<file path="src/rtl/sfu_accum.sv">
// sfu_accum
//
// Special-function / accumulation stage sitting behind the output FIFO.
// For every kernel-position pass it pops one psum row per output pixel and
// accumulates it lane-wise into the psum SRAM (PMEM) with a read-modify-write.
// On the first pass the rows are written directly. On the final pass, negative
// results are optionally clamped to zero (ReLU).
//
// Build option:
//   SFU_RELU_EN - when defined, passes started with `last` write negative lanes
//                 as 0. When undefined, `last` is ignored and no ReLU logic
//                 exists.
//
// Ports:
//   clk, reset    - clock, asynchronous active-high reset
//   start         - one-cycle pass start, only looked at while idle
//   first, last   - pass qualifiers, captured together with start
//   base          - PMEM base address of the pass, captured with start
//   ofifo_out     - OFIFO head row (lane k = bits [k*psum_bw +: psum_bw])
//   ofifo_valid   - OFIFO head holds a complete row
//   ofifo_rd      - pop the OFIFO head at this edge
//   op_q          - PMEM read data, valid the cycle after a read
//   op_d, op_addr - PMEM write data and address
//   op_cen        - PMEM chip enable, active-low
//   op_wen        - PMEM write enable, active-low
//   busy          - a pass is in progress
//   done          - one-cycle pulse after the final row has been written
module sfu_accum #(
    parameter int col     = 8,
    parameter int psum_bw = 16,
    parameter int addr_w  = 9,
    parameter int n_out   = 36
) (
    input  logic                     clk,
    input  logic                     reset,
    input  logic                     start,
    input  logic                     first,
    input  logic                     last,
    input  logic [addr_w-1:0]        base,
    input  logic [col*psum_bw-1:0]   ofifo_out,
    input  logic                     ofifo_valid,
    output logic                     ofifo_rd,
    input  logic [col*psum_bw-1:0]   op_q,
    output logic [col*psum_bw-1:0]   op_d,
    output logic [addr_w-1:0]        op_addr,
    output logic                     op_cen,
    output logic                     op_wen,
    output logic                     busy,
    output logic                     done
);

    localparam int ROW_W = (n_out > 1) ? $clog2(n_out) : 1;

    typedef enum logic [1:0] {
        IDLE  = 2'd0,
        FETCH = 2'd1,
        WRITE = 2'd2,
        DONE  = 2'd3
    } state_t;

    state_t                 state_q, state_d;
    logic [ROW_W-1:0]       row_q, row_d;
    logic [addr_w-1:0]      base_q, base_d;
    logic                   first_q, first_d;
    logic [col*psum_bw-1:0] capRow_q, capRow_d;
    logic [addr_w-1:0]      addrHold_q, addrHold_d;
    logic [col*psum_bw-1:0] dataHold_q, dataHold_d;
    logic [addr_w-1:0]      curAddr;
    logic [col*psum_bw-1:0] result;

`ifdef SFU_RELU_EN
    logic                   last_q, last_d;
`else
    logic                   unusedLast;
    assign unusedLast = last;
`endif

    // Row address wraps naturally at 2^addr_w.
    assign curAddr = base_q + addr_w'(row_q);

    // Per-lane result: either the captured row (first pass) or the saturated
    // sum of stored and captured values. Overflow is detected from the top two
    // bits of the one-bit-wider sum.
    for (genvar k = 0; k < col; k++) begin : gLane
        logic [psum_bw-1:0] capLane;
        logic [psum_bw-1:0] memLane;
        logic [psum_bw:0]   sum;
        logic [psum_bw-1:0] satLane;
        logic [psum_bw-1:0] outLane;

        assign capLane = capRow_q[k*psum_bw +: psum_bw];
        assign memLane = op_q[k*psum_bw +: psum_bw];
        assign sum     = {capLane[psum_bw-1], capLane} + {memLane[psum_bw-1], memLane};

        always_comb begin
            satLane = sum[psum_bw-1:0];
            if (sum[psum_bw] != sum[psum_bw-1]) begin
                satLane = sum[psum_bw] ? {1'b1, {(psum_bw-1){1'b0}}}
                                       : {1'b0, {(psum_bw-1){1'b1}}};
            end
        end

        always_comb begin
            outLane = first_q ? capLane : satLane;
`ifdef SFU_RELU_EN
            if (last_q && outLane[psum_bw-1]) begin
                outLane = '0;
            end
`endif
        end

        assign result[k*psum_bw +: psum_bw] = outLane;
    end

    // State and datapath registers. Address and write data have hold copies so
    // the SRAM pins keep their last values outside the active states.
    always_ff @(posedge clk or posedge reset) begin
        if (reset) begin
            state_q    <= IDLE;
            row_q      <= '0;
            base_q     <= '0;
            first_q    <= 1'b0;
            capRow_q   <= '0;
            addrHold_q <= '0;
            dataHold_q <= '0;
`ifdef SFU_RELU_EN
            last_q     <= 1'b0;
`endif
        end else begin
            state_q    <= state_d;
            row_q      <= row_d;
            base_q     <= base_d;
            first_q    <= first_d;
            capRow_q   <= capRow_d;
            addrHold_q <= addrHold_d;
            dataHold_q <= dataHold_d;
`ifdef SFU_RELU_EN
            last_q     <= last_d;
`endif
        end
    end

    // Next-state and output decode. A row takes a FETCH (pop + optional read)
    // followed by a WRITE of the same address; FETCH stalls while the OFIFO
    // head is not valid, issuing no SRAM access.
    always_comb begin
        state_d    = state_q;
        row_d      = row_q;
        base_d     = base_q;
        first_d    = first_q;
        capRow_d   = capRow_q;
        addrHold_d = addrHold_q;
        dataHold_d = dataHold_q;
`ifdef SFU_RELU_EN
        last_d     = last_q;
`endif
        ofifo_rd   = 1'b0;
        op_cen     = 1'b1;
        op_wen     = 1'b1;
        op_addr    = addrHold_q;
        op_d       = dataHold_q;
        busy       = (state_q != IDLE);
        done       = (state_q == DONE);

        case (state_q)
            IDLE: begin
                if (start) begin
                    state_d = FETCH;
                    row_d   = '0;
                    base_d  = base;
                    first_d = first;
`ifdef SFU_RELU_EN
                    last_d  = last;
`endif
                end
            end
            FETCH: begin
                op_addr    = curAddr;
                addrHold_d = curAddr;
                if (ofifo_valid) begin
                    ofifo_rd = 1'b1;
                    capRow_d = ofifo_out;
                    op_cen   = first_q;
                    state_d  = WRITE;
                end
            end
            WRITE: begin
                op_cen     = 1'b0;
                op_wen     = 1'b0;
                op_addr    = curAddr;
                op_d       = result;
                addrHold_d = curAddr;
                dataHold_d = result;
                if (row_q == ROW_W'(n_out - 1)) begin
                    state_d = DONE;
                end else begin
                    row_d   = row_q + 1'b1;
                    state_d = FETCH;
                end
            end
            DONE: begin
                state_d = IDLE;
            end
            default: begin
                state_d = IDLE;
            end
        endcase
    end

endmodule
</file>
<file path="config.mk">
export PLATFORM = sky130hd
export DESIGN_NAME = sfu_accum
export DESIGN_NICKNAME = d
export VERILOG_FILES = /design/src/rtl/sfu_accum.sv
export SDC_FILE = /design/constraint.sdc
export NUM_CORES = 1
export LEC_CHECK = 0
export CAP_MARGIN = 0
export CORE_MARGIN = 2
export CORE_UTILIZATION = 29
export CTS_CLUSTER_DIAMETER = 150
export CTS_CLUSTER_SIZE = 20
export DETAILED_ROUTE_END_ITERATION = 6
export GPL_ROUTABILITY_DRIVEN = 1
export RECOVER_POWER = 50
export SETUP_SLACK_MARGIN = 0.05
export SYNTH_ARGS = -nofsm -noshare
export SYNTH_HDL_FRONTEND = slang
export SYNTH_SLANG_ARGS = --single-unit
export TNS_END_PERCENT = 20
</file>
<file path="constraint.sdc">
create_clock -name clk -period 11.7 [get_ports clk]
set_input_delay 3.51 -clock clk [delete_from_list [all_inputs] [get_ports clk]]
set_output_delay 3.51 -clock clk [all_outputs]
set_load 0.005 [all_outputs]
</file>
==> summary.md, run 1 <==
| Metric | Value |
|---|---|
| Worst setup EP type | `primary output` |
| Final hold vios | `0` |
| R2r worst-path depth | `5` |
| Cts hold-fix bufs | `0` |
| Place WS | `0.107 ns` |
| WHS Path Cells | `1` |
| GRT Overall Usage | `0.180` |
| I/O Buffers | `411` |
| Syn Inst Count | `1821` |
| Average cell area after synthesis | `10.0 sq um` |
| Latest clock arrival within the worst-skew pair | `0.55 ns` |
| Synth Warn # | `0` |
| Post-synthesis sequential area ratio | `0.389` |
| Initial DRC count | `636` |
| Worst slew pin tran | `4.18 ns` |
| Ys flop type | `dfrtp_1` |
| DP Area | `23300 sq um` |
| Root Driver | `clkbuf_16` |
| Final min period | `11.37 ns` |
| WP data arrival | `7.86 ns` |
| Reg clk slew, reported paths | `0.08 ns` |
| Post-synth EDFFs | `0` |
| Status | `finished, violations left` |
| Routed Antenna Nets | `0` |
| Failing checks | `max-capacitance violations, max-slew violations` |
| Final Setup Violations | `0` |
| Synth Net Count | `2255` |
| Final worst-path cycle share | `0.972` |
| Post-synth top area share | `0.389` |
| Max Fclk | `87.9 MHz` |
| Pre-antenna DRT Iters | `4` |
| CTS tree | `built` |
| P per Cell Area | `334 nW/um^2` |
| # DRC | `0` |
| Slew headroom | `-1.79` |
| LEAKAGE | `9.94 nW` |
| Hold Path End | `dataHold_q[32]$_DFF_PP0_` |
| Max rail drop VDD | `0.194 mV` |
| I/O Pins | `413` |
| Startpoint Class | `input port` |
| Htree depth | `1` |
| Syn Std Cell Area | `18200 sq um` |
| Layout cells sized above 1 | `0.0969` |
| Cell taking the most area after synthesis | `dfrtp_1` |
| Critical setup path kind | `in2out` |
| Number of buffers created by CTS | `18` |
| Vias per std cell | `5.10` |
| Global route overflow | `0` |
| Initial Utilization | `0.294` |
| # clock sinks | `283` |
| Largest net degree at the start of global routing | `134` |
| Final Routed Wirelength | `60.1 mm` |
| First-pass GRT wire length | `91.8 mm` |
| DIE HEIGHT | `255 um` |
| Critical path required time | `8.19 ns` |
| Setup TNS | `0 ns` |
| Layout net count | `2632` |
| RR Startpoint | `state_q[1]$_DFFE_PP0P_` |
| Fin. max-slew vios | `414` |
| Max clock buf depth | `3` |
| PnR worst setup slack | `0.325 ns` |
| Core footprint | `61900 sq um` |
| Util after Layout | `0.385` |
| RSZ-0062 raised after global routing | `true` |
| Initial antenna violation count | `16` |
| Post-synthesis register bit count | `283` |
| Class of the worst hold path | `reg2reg` |
| # Post-CTS Setup Buffers | `0` |
| Min-delay src | `dataHold_q[32]$_DFF_PP0_` |
| Post-synth ARST share | `1.00` |
| Final HPWL DP | `42.8 mm` |
| Area contributors post-synth | `dfrtp_1, ha_1, mux2_2, o21ai_0, xnor2_1` |
| Die width | `255 um` |
| Vias in the first global route | `16.1k` |
| Layout area overhead | `30.9%` |
| Crit-path max FO | `6` |
| Max-cap violations | `5` |
| Routed length per instance | `19.7 um` |
| Gpl congestion | `0.878` |
| Rows | `91` |
| Final instance area | `23800 sq um` |
| R2R setup slack | `5.97 ns` |
| Clock skew | `0.0356 ns` |
| Die ar. | `64800 sq um` |
| Via count | `15.5k` |
| Reg2reg end | `capRow_q[84]$_DFFE_PP0P_` |
| Cts repair resizes | `0` |
| Synth unique cells | `75` |
-- registers in the layout, indices dropped and copies added (netlist names) --
name / cells
capRow_q: 128
dataHold_q: 128
addrHold_q: 9
base_q: 9
row_q: 6
state_q: 2
first_q: 1
-- Yosys cell counts (6+ instances only) --
cell type	number
or3_1	35
o21bai_1	12
nand2b_1	38
nor2_1	80
nand2_1	98
a22o_1	50
o2bb2ai_1	14
o31a_1	8
inv_1	76
o21a_1	65
and3_1	7
mux2_2	145
a211oi_1	21
nor3_1	25
a21o_1	41
clkbuf_1	71
o21ai_1	10
a21oi_1	97
o22ai_1	9
xnor2_1	65
o211ai_1	11
a31oi_1	26
o221ai_1	12
o21ai_0	181
xor2_1	41
o31ai_1	10
fa_1	9
ha_1	154
and2_1	7
nand4_1	6
nand3_1	29
dfrtp_1	283
nor2b_1	10
-- how the worst max path moves through the flow --
stage | start | endpoint | slack [ns] | depth (start not counted)
3_5_place_dp | op_q[1] | op_d[7] | 0.11 | 16
5_1_grt | op_q[96] | op_d[98] | 0.02 | 17
2_1_floorplan | reset | addrHold_q[0]$_DFF_PP0_ | 0.38 | 1
6_report | op_q[64] | op_d[64] | 0.33 | 18
3_3_place_gp | op_q[64] | op_d[78] | 0.13 | 18
4_1_cts | op_q[64] | op_d[78] | 0.08 | 18
-- cell type report --
cell class	instances	area [sq um]
clock inverters	1	20.0
inverters	76	292
well taps	837	1050
diodes	11	27.5
fillers	6096	38100
clock buffers	20	479
repair buffers	437	4330
multi-input cells	1382	10500
flip-flops and latches	283	7080
-- worst max-delay path, cell delays in order --
cell and delay [ns]:
clkdlybuf4s50_1 0.60, ha_1 0.33, inv_1 0.09, fa_1 0.39
nand2b_1 0.19, a21oi_1 0.23, o41a_1 0.28, o31a_1 0.22
o211ai_1 0.16, nand2_1 0.08, nand2_1 0.07, ha_1 0.31
buf_4 0.17, inv_1 0.11, buf_12 0.14, a211oi_1 0.07
o2bb2ai_1 0.24, clkdlybuf4s50_1 0.67
-- metal layers --
layer	wire (um)	part of all wire	track usage
met5	63	0.0010	0
met4	2140	0.036	0.0638
met3	4150	0.069	0.0447
met2	28500	0.47	0.305
met1	25300	0.42	0.221
-- report_power, final --
group          total, mW  switching [mW]  internal, mW
logic               5.55            2.88          2.67
registers           1.75           0.268          1.48
clock network      0.666           0.370         0.296
-- metrics by stage --
step                      power [mW]  hold slack [ns]  cells
after floorplan                 5.04            0.470   1821
after global placement          7.20            0.462   3015
after detailed placement        7.31            0.469   3015
after CTS                       8.04            0.489   3036
after global routing            8.67            0.505   3046
final                           7.96            0.486   3047
-- cell usage in the layout, fill, tap and decap left out, types with 11 or more instances in the layout --
| cell type | instances |
|---|---|
| clkdlybuf4s50_1 | 406 |
| dfrtp_1 | 282 |
| o21ai_0 | 181 |
| ha_1 | 153 |
| mux2_2 | 141 |
| nand2_1 | 97 |
| a21oi_1 | 97 |
| nor2_1 | 79 |
| inv_1 | 73 |
| xnor2_1 | 65 |
| o21a_1 | 65 |
| a22o_1 | 50 |
| a21o_1 | 41 |
| xor2_1 | 41 |
| nand2b_1 | 38 |
| or3_1 | 35 |
| nand3_1 | 29 |
| a31oi_1 | 26 |
| nor3_1 | 25 |
| a211oi_1 | 20 |
| buf_4 | 20 |
| clkbuf_16 | 19 |
| o2bb2ai_1 | 14 |
| o21bai_1 | 12 |
| o221ai_1 | 12 |
| diode_2 | 11 |
| o211ai_1 | 11 |
-- cell families after synthesis --
| group | Yosys count | share of synthesized area |
|---|---|---|
| simple gates | 353 | 0.0953 |
| xor+xnor | 106 | 0.0510 |
| flops | 283 | 0.389 |
| mux | 149 | 0.0926 |
| compound gates | 611 | 0.223 |
| buf+inv | 156 | 0.0335 |
| fa+ha+maj | 163 | 0.116 |
(Power assumes the default switching activity.)
==> inputs of run 2 (changes only) <==
HOLD_SLACK_MARGIN = 0.05   (was default)
REMOVE_ABC_BUFFERS = 1   (was default)
==> run 2 against run 1 <==
Compared with the run above:
- the run still ends with max-capacitance violations, max-slew violations left
- die area unchanged
- sequential power is essentially flat
- maximum frequency about the same
- global-route usage decreased by 0.65 points
==> summary.md, run 2 (synthesis results as in run 1) <==
| Metric | Value |
|---|---|
| Most common cell after layout, fill and taps aside | `clkdlybuf4s50_1` |
| Peak per-stage delay on the critical path | `0.53 ns (-0.14 ns)` |
| Class of the worst hold path | `reg2reg` |
| Max rail drop VDD | `0.152 mV (-22%)` |
| Max clock buf depth | `3 (unchanged)` |
| Final min period | `11.38 ns (+0.00280 ns)` |
| # clock sinks | `283 (unchanged)` |
| Crit path cell chain | `clkdlybuf4s50_1 -> ha_1 -> inv_1 -> fa_1 -> nor2b_1 -> o31a_1 -> o21ai_1 -> o21ai_1 -> a41o_1 -> o31ai_1 -> ha_1 -> nor2_1 -> a31oi_1 -> o41ai_2 -> o21ai_0 -> a22o_1 -> clkdlybuf4s50_1` |
| Vias per std cell | `5.08 (-0.41%)` |
| Worst setup EP type | `primary output` |
| WP data arrival | `7.87 ns (about the same)` |
| Routed Antenna Nets | `0 (unchanged)` |
| Status | `finished, violations left` |
| # DRC | `0 (unchanged)` |
| Vias in the first global route | `15.9k (-1.3%)` |
| Crit-path max FO | `15 (+9)` |
| Sw frac | `0.441 (-0.000919)` |
| Rows | `91 (unchanged)` |
| Final hold vios | `0 (unchanged)` |
| Final HPWL DP | `42.4 mm (-0.90%)` |
| I/O Pins | `413 (unchanged)` |
| Global route overflow | `0 (unchanged)` |
| Worst slew pin tran | `4.40 ns (+0.219 ns)` |
| LEAKAGE | `9.92 nW (-0.23%)` |
| Placed insts | `3013 (-0.066%)` |
| Fin. max-slew vios | `212 (-49%)` |
| WHS | `0.483 ns (-0.00307 ns)` |
| Largest net degree at the start of global routing | `153 (+14%)` |
| Commonest non-fill, non-tap cells in the layout | `clkdlybuf4s50_1, dfrtp_1, o21ai_0` |
| Pre-antenna DRT Iters | `5 (+1)` |
| Gpl congestion | `0.868 (-1.2%)` |
| Initial Utilization | `0.294 (unchanged)` |
| GRT Overall Usage | `0.173 (-0.00647)` |
| Layout area overhead | `30.5%` |
| Critical setup path kind | `in2out` |
| P per Cell Area | `329 nW/um^2 (-1.6%)` |
| Reg clk slew, reported paths | `0.08 ns (about the same)` |
| Max Fclk | `87.9 MHz (about the same)` |
| Final instance area | `23800 sq um (-0.27%)` |
| Final worst-path cycle share | `0.972 (about the same)` |
| DP Area | `23300 sq um (-0.21%)` |
| Sequential Power Share | `0.226 (+0.006)` |
| I/O Buffers | `411 (unchanged)` |
| Final cell count without fillers | `3038 (-0.30%)` |
| Startpoint Class | `input port` |
| Initial antenna violation count | `9 (-7)` |
| Slew headroom | `-1.95 (-0.162)` |
| Initial DRC count | `685 (+7.7%)` |
| Via count | `15.4k (-0.71%)` |
| Combinational share of power | `0.689 (-0.008)` |
| First-pass GRT wire length | `89.3 mm (-2.8%)` |
| Core footprint | `61900 sq um (unchanged)` |
| Worst path top cell family by delay | `compound AO/OA/AOI/OAI gates` |
| Max-cap violations | `4 (-1)` |
| Root Driver | `clkbuf_16` |
| DIE HEIGHT | `255 um (unchanged)` |
| Routed length per instance | `19.1 um (-3.1%)` |
| Worst path slowest cell | `clkdlybuf4s50_1` |
| Htree depth | `1 (unchanged)` |
| Buf/Inv on CP | `3 (-3)` |
| Failing checks | `max-capacitance violations, max-slew violations` |
| Clk pwr share | `0.084 (about the same)` |
| Die width | `255 um (unchanged)` |
| Power Internal | `4.37 mW (-1.7%)` |
| CTS tree | `built` |
| Final Routed Wirelength | `58.1 mm (-3.4%)` |
| Place WS | `0.279 ns (+0.171 ns)` |
| Critical path required time | `8.19 ns (about the same)` |
| Clock skew | `0.0250 ns (-0.0106 ns)` |
| Sw power | `3.44 mW (-2.1%)` |
| PnR worst setup slack | `0.323 ns (-0.00280 ns)` |
| Latest clock arrival within the worst-skew pair | `0.56 ns (about the same)` |
| RSZ-0062 raised after global routing | `false` |
| Regs by FF count | `capRow_q (128), dataHold_q (128)` |
| Layout net count | `2630 (-0.076%)` |
| Layout cells sized above 1 | `0.0946 (-0.00223)` |
| Number of buffers created by CTS | `18 (unchanged)` |
| Cts hold-fix bufs | `0 (unchanged)` |
| Die ar. | `64800 sq um (unchanged)` |
| # Post-CTS Setup Buffers | `0 (unchanged)` |
| Setup TNS | `0 ns (unchanged)` |
| Cts repair resizes | `0 (unchanged)` |
| Final Setup Violations | `0 (unchanged)` |
[run 2: power groups by stage]
stage,sequential [mW],combinational [mW],clock (mW)
floorplan,1.69,3.28,0
global placement,1.78,5.31,0
detailed placement,1.79,5.39,0
CTS,1.77,5.43,0.698
global route,1.84,5.92,0.728
finish,1.77,5.39,0.660
[run 2: cell type report]
class | count | area, sq um
fillers | 6155 | 38200
multi-input cells | 1382 | 10500
flip-flops and latches | 283 | 7080
repair buffers | 435 | 4300
well taps | 837 | 1050
clock buffers | 20 | 468
inverters | 76 | 292
clock inverters | 2 | 32.5
diodes | 3 | 7.51
[run 2: worst paths after layout]
path / start / endpoint / slack, ns / cells after the start
worst max-delay path: op_q[48] / op_d[59] / 0.32 / 17
worst min-delay path: dataHold_q[48]$_DFF_PP0_ / dataHold_q[48]$_DFF_PP0_ / 0.48 / 1
worst max register to register: state_q[1]$_DFFE_PP0P_ / capRow_q[64]$_DFFE_PP0P_ / 6.25 / 5
worst min register to register: dataHold_q[48]$_DFF_PP0_ / dataHold_q[48]$_DFF_PP0_ / 0.48 / 1
max in group asynchronous: reset / capRow_q[87]$_DFFE_PP0P_ / 3.26 / 3
min in group asynchronous: reset / dataHold_q[78]$_DFF_PP0_ / 4.71 / 2
[run 2: metal layers]
layer	track usage	routed length, um	up-vias
met3	0.0401	3650	59
met2	0.302	28300	356
met1	0.216	24800	7575
li1	-	-	7435
met5	0	63	-
met4	0.0413	1230	10
[run 2: through the flow]
stage                      util  power (mW)
after floorplan               -        4.98
after global placement    0.376        7.08
after detailed placement  0.376        7.18
after CTS                 0.384        7.90
after global routing      0.384        8.48
final                     0.384        7.81
==> inputs of run 3 (changes only) <==
CORE_UTILIZATION = 56   (was 29)
PLACE_DENSITY = 0.88   (was default)
clock period = 13.9 ns   (was 11.7 ns; I/O delays follow)
==> run 3 against run 2 <==
Compared with the run above:
- the run still ends with max-capacitance violations, max-slew violations left
- register-to-register slack improved by 1.3 ns
- clock skew decreased by 0.0028 ns
- largest power group unchanged
- global-route usage rose by 14 points
- sequential share of layout area increased by 0.76 points
- critical path type unchanged
- largest cell class unchanged
==> summary.md, run 3 (synthesis results as in run 1) <==
| Metric | Value |
|---|---|
| Vias in the first global route | `16.3k (+2.3%)` |
| Util after Layout | `0.718 (+0.334)` |
| GRT Overall Usage | `0.309 (+0.136)` |
| Number of buffers created by CTS | `18 (unchanged)` |
| # DRC | `0 (unchanged)` |
| Reg clk slew, reported paths | `0.09 ns (about the same)` |
| Largest net degree at the start of global routing | `147 (-3.9%)` |
| Htree depth | `1 (unchanged)` |
| Gpl congestion | `0.930 (+7.2%)` |
| Regs by FF count | `capRow_q (128), dataHold_q (128)` |
| Initial DRC count | `1025 (+50%)` |
| Final min period | `13.26 ns` |
| Final HPWL DP | `37.5 mm (-11%)` |
| Initial Utilization | `0.564 (+0.270)` |
| CP startpoint | `op_q[81]` |
| Latest clock arrival within the worst-skew pair | `0.53 ns (-0.03 ns)` |
| Class of the worst hold path | `reg2reg` |
| Clock skew | `0.0222 ns (-0.00277 ns)` |
| First-pass GRT wire length | `84.2 mm (-5.7%)` |
| Final instance area | `23200 sq um (-2.5%)` |
| Commonest non-fill, non-tap cells in the layout | `clkdlybuf4s50_1, dfrtp_1, o21ai_0` |
| Max rail drop VDD | `0.174 mV (+15%)` |
| I/O Buffers | `411 (unchanged)` |
| Fin. max-slew vios | `357 (+68%)` |
| RR Startpoint | `state_q[1]$_DFFE_PP0P_` |
| Max-cap violations | `5 (+1)` |
| Cts hold-fix bufs | `0 (unchanged)` |
| Core footprint | `32300 sq um (-48%)` |
| DP Area | `22700 sq um (-2.5%)` |
| Final Setup Violations | `0 (unchanged)` |
| # clock sinks | `283 (unchanged)` |
| Max clock buf depth | `3 (unchanged)` |
| Max Fclk | `75.4 MHz` |
| Routed Antenna Nets | `0 (unchanged)` |
| Final worst-path cycle share | `0.954` |
| # Post-CTS Setup Buffers | `0 (unchanged)` |
| Worst setup EP type | `primary output` |
| I/O Pins | `413 (unchanged)` |
| Die width | `184 um (-28%)` |
| Place WS | `0.755 ns (+0.476 ns)` |
| Worst slew pin tran | `6.72 ns (+2.32 ns)` |
| Crit-path max FO | `16 (+1)` |
| Pre-antenna DRT Iters | `7 (+2)` |
| Routed length per instance | `20.2 um (+5.6%)` |
| Most common cell after layout, fill and taps aside | `clkdlybuf4s50_1` |
| Critical path required time | `9.73 ns (+1.54 ns)` |
| DIE HEIGHT | `184 um (-28%)` |
| Global route overflow | `0 (unchanged)` |
| Layout cells sized above 1 | `0.0887 (-0.00588)` |
| Vias per std cell | `6.00 (+18%)` |
| Slew headroom | `-3.50 (-1.56)` |
| Via count | `15.8k (+2.5%)` |
| Failing checks | `max-capacitance violations, max-slew violations` |
| Root Driver | `clkbuf_16` |
| Cts repair resizes | `0 (unchanged)` |
| LEAKAGE | `9.86 nW (-0.61%)` |
| Setup TNS | `0 ns (unchanged)` |
| Status | `finished, violations left` |
| CTS tree | `built` |
| WP data arrival | `9.09 ns (+1.22 ns)` |
| Layout area overhead | `27.3%` |
| WHS | `0.487 ns (+0.00439 ns)` |
| Initial antenna violation count | `9 (unchanged)` |
| Critical setup path kind | `in2out` |
| Startpoint Class | `input port` |
| Final hold vios | `0 (unchanged)` |
| Final Routed Wirelength | `53.2 mm (-8.4%)` |
| RSZ-0062 raised after global routing | `false` |
| PnR worst setup slack | `0.637 ns (+0.315 ns)` |
| Layout net count | `2619 (-0.42%)` |
| Rows | `66 (-27%)` |
| Min-delay src | `dataHold_q[80]$_DFF_PP0_` |
| Die ar. | `34000 sq um (-48%)` |
| P per Cell Area | `280 nW/um^2 (-15%)` |
## run 3: metrics by stage
| step | total power [mW] | std cells |
|---|---|---|
| finish | 6.50 | 2635 |
| global route | 7.02 | 2633 |
| CTS | 6.47 | 2628 |
| detailed placement | 5.88 | 2607 |
| global placement | 5.73 | 2607 |
| floorplan | 4.19 | 1741 |
## run 3: final cells by class
class | count | area, sq um
Antenna cell | 7 | 17.5
Clock buffer | 20 | 479
Clock inverter | 1 | 20.0
Timing Repair Buffer | 424 | 4200
Fill cell | 2315 | 9120
Inverter | 76 | 290
Sequential cell | 283 | 7080
Tap cell | 442 | 553
Multi-Input combinational cell | 1382 | 10500
## run 3: per-layer routing
layer,GRT usage,vias to the layer above,wire length [um]
li1,-,7415,-
met1,0.369,7618,20700
met2,0.520,617,25200
met3,0.0818,158,4560
met4,0.142,6,2660
met5,0,-,44
## run 3: critical path, stage by stage
cell and delay, ns:
clkdlybuf4s50_1 0.45, ha_1 0.34, a211o_1 0.29, a2111oi_0 0.58
o31a_1 0.27, a21oi_1 0.12, a41o_1 0.27, o21ai_0 0.17
nand2b_1 0.12, xor2_1 0.16, ha_1 0.62, a31oi_1 0.18
buf_4 0.21, o21a_1 0.10, o31ai_1 0.42, clkdlybuf4s50_1 0.61
## run 3: power breakdown
part / internal [mW] / switching [mW] / total (mW)
Combinational: 2.15 / 2.32 / 4.47
Clock: 0.249 / 0.294 / 0.543
Sequential: 1.25 / 0.231 / 1.48
Total: 3.65 / 2.85 / 6.50
## run 3: final timing paths
check	to	slack [ns]	cells after the start
max	op_d[94]	0.64	16
min	dataHold_q[80]$_DFF_PP0_	0.49	1
max reg2reg	capRow_q[66]$_DFFE_PP0P_	7.51	5
min reg2reg	dataHold_q[80]$_DFF_PP0_	0.49	1
max in group asynchronous	dataHold_q[86]$_DFF_PP0_	2.42	3
min in group asynchronous	dataHold_q[76]$_DFF_PP0_	6.25	2
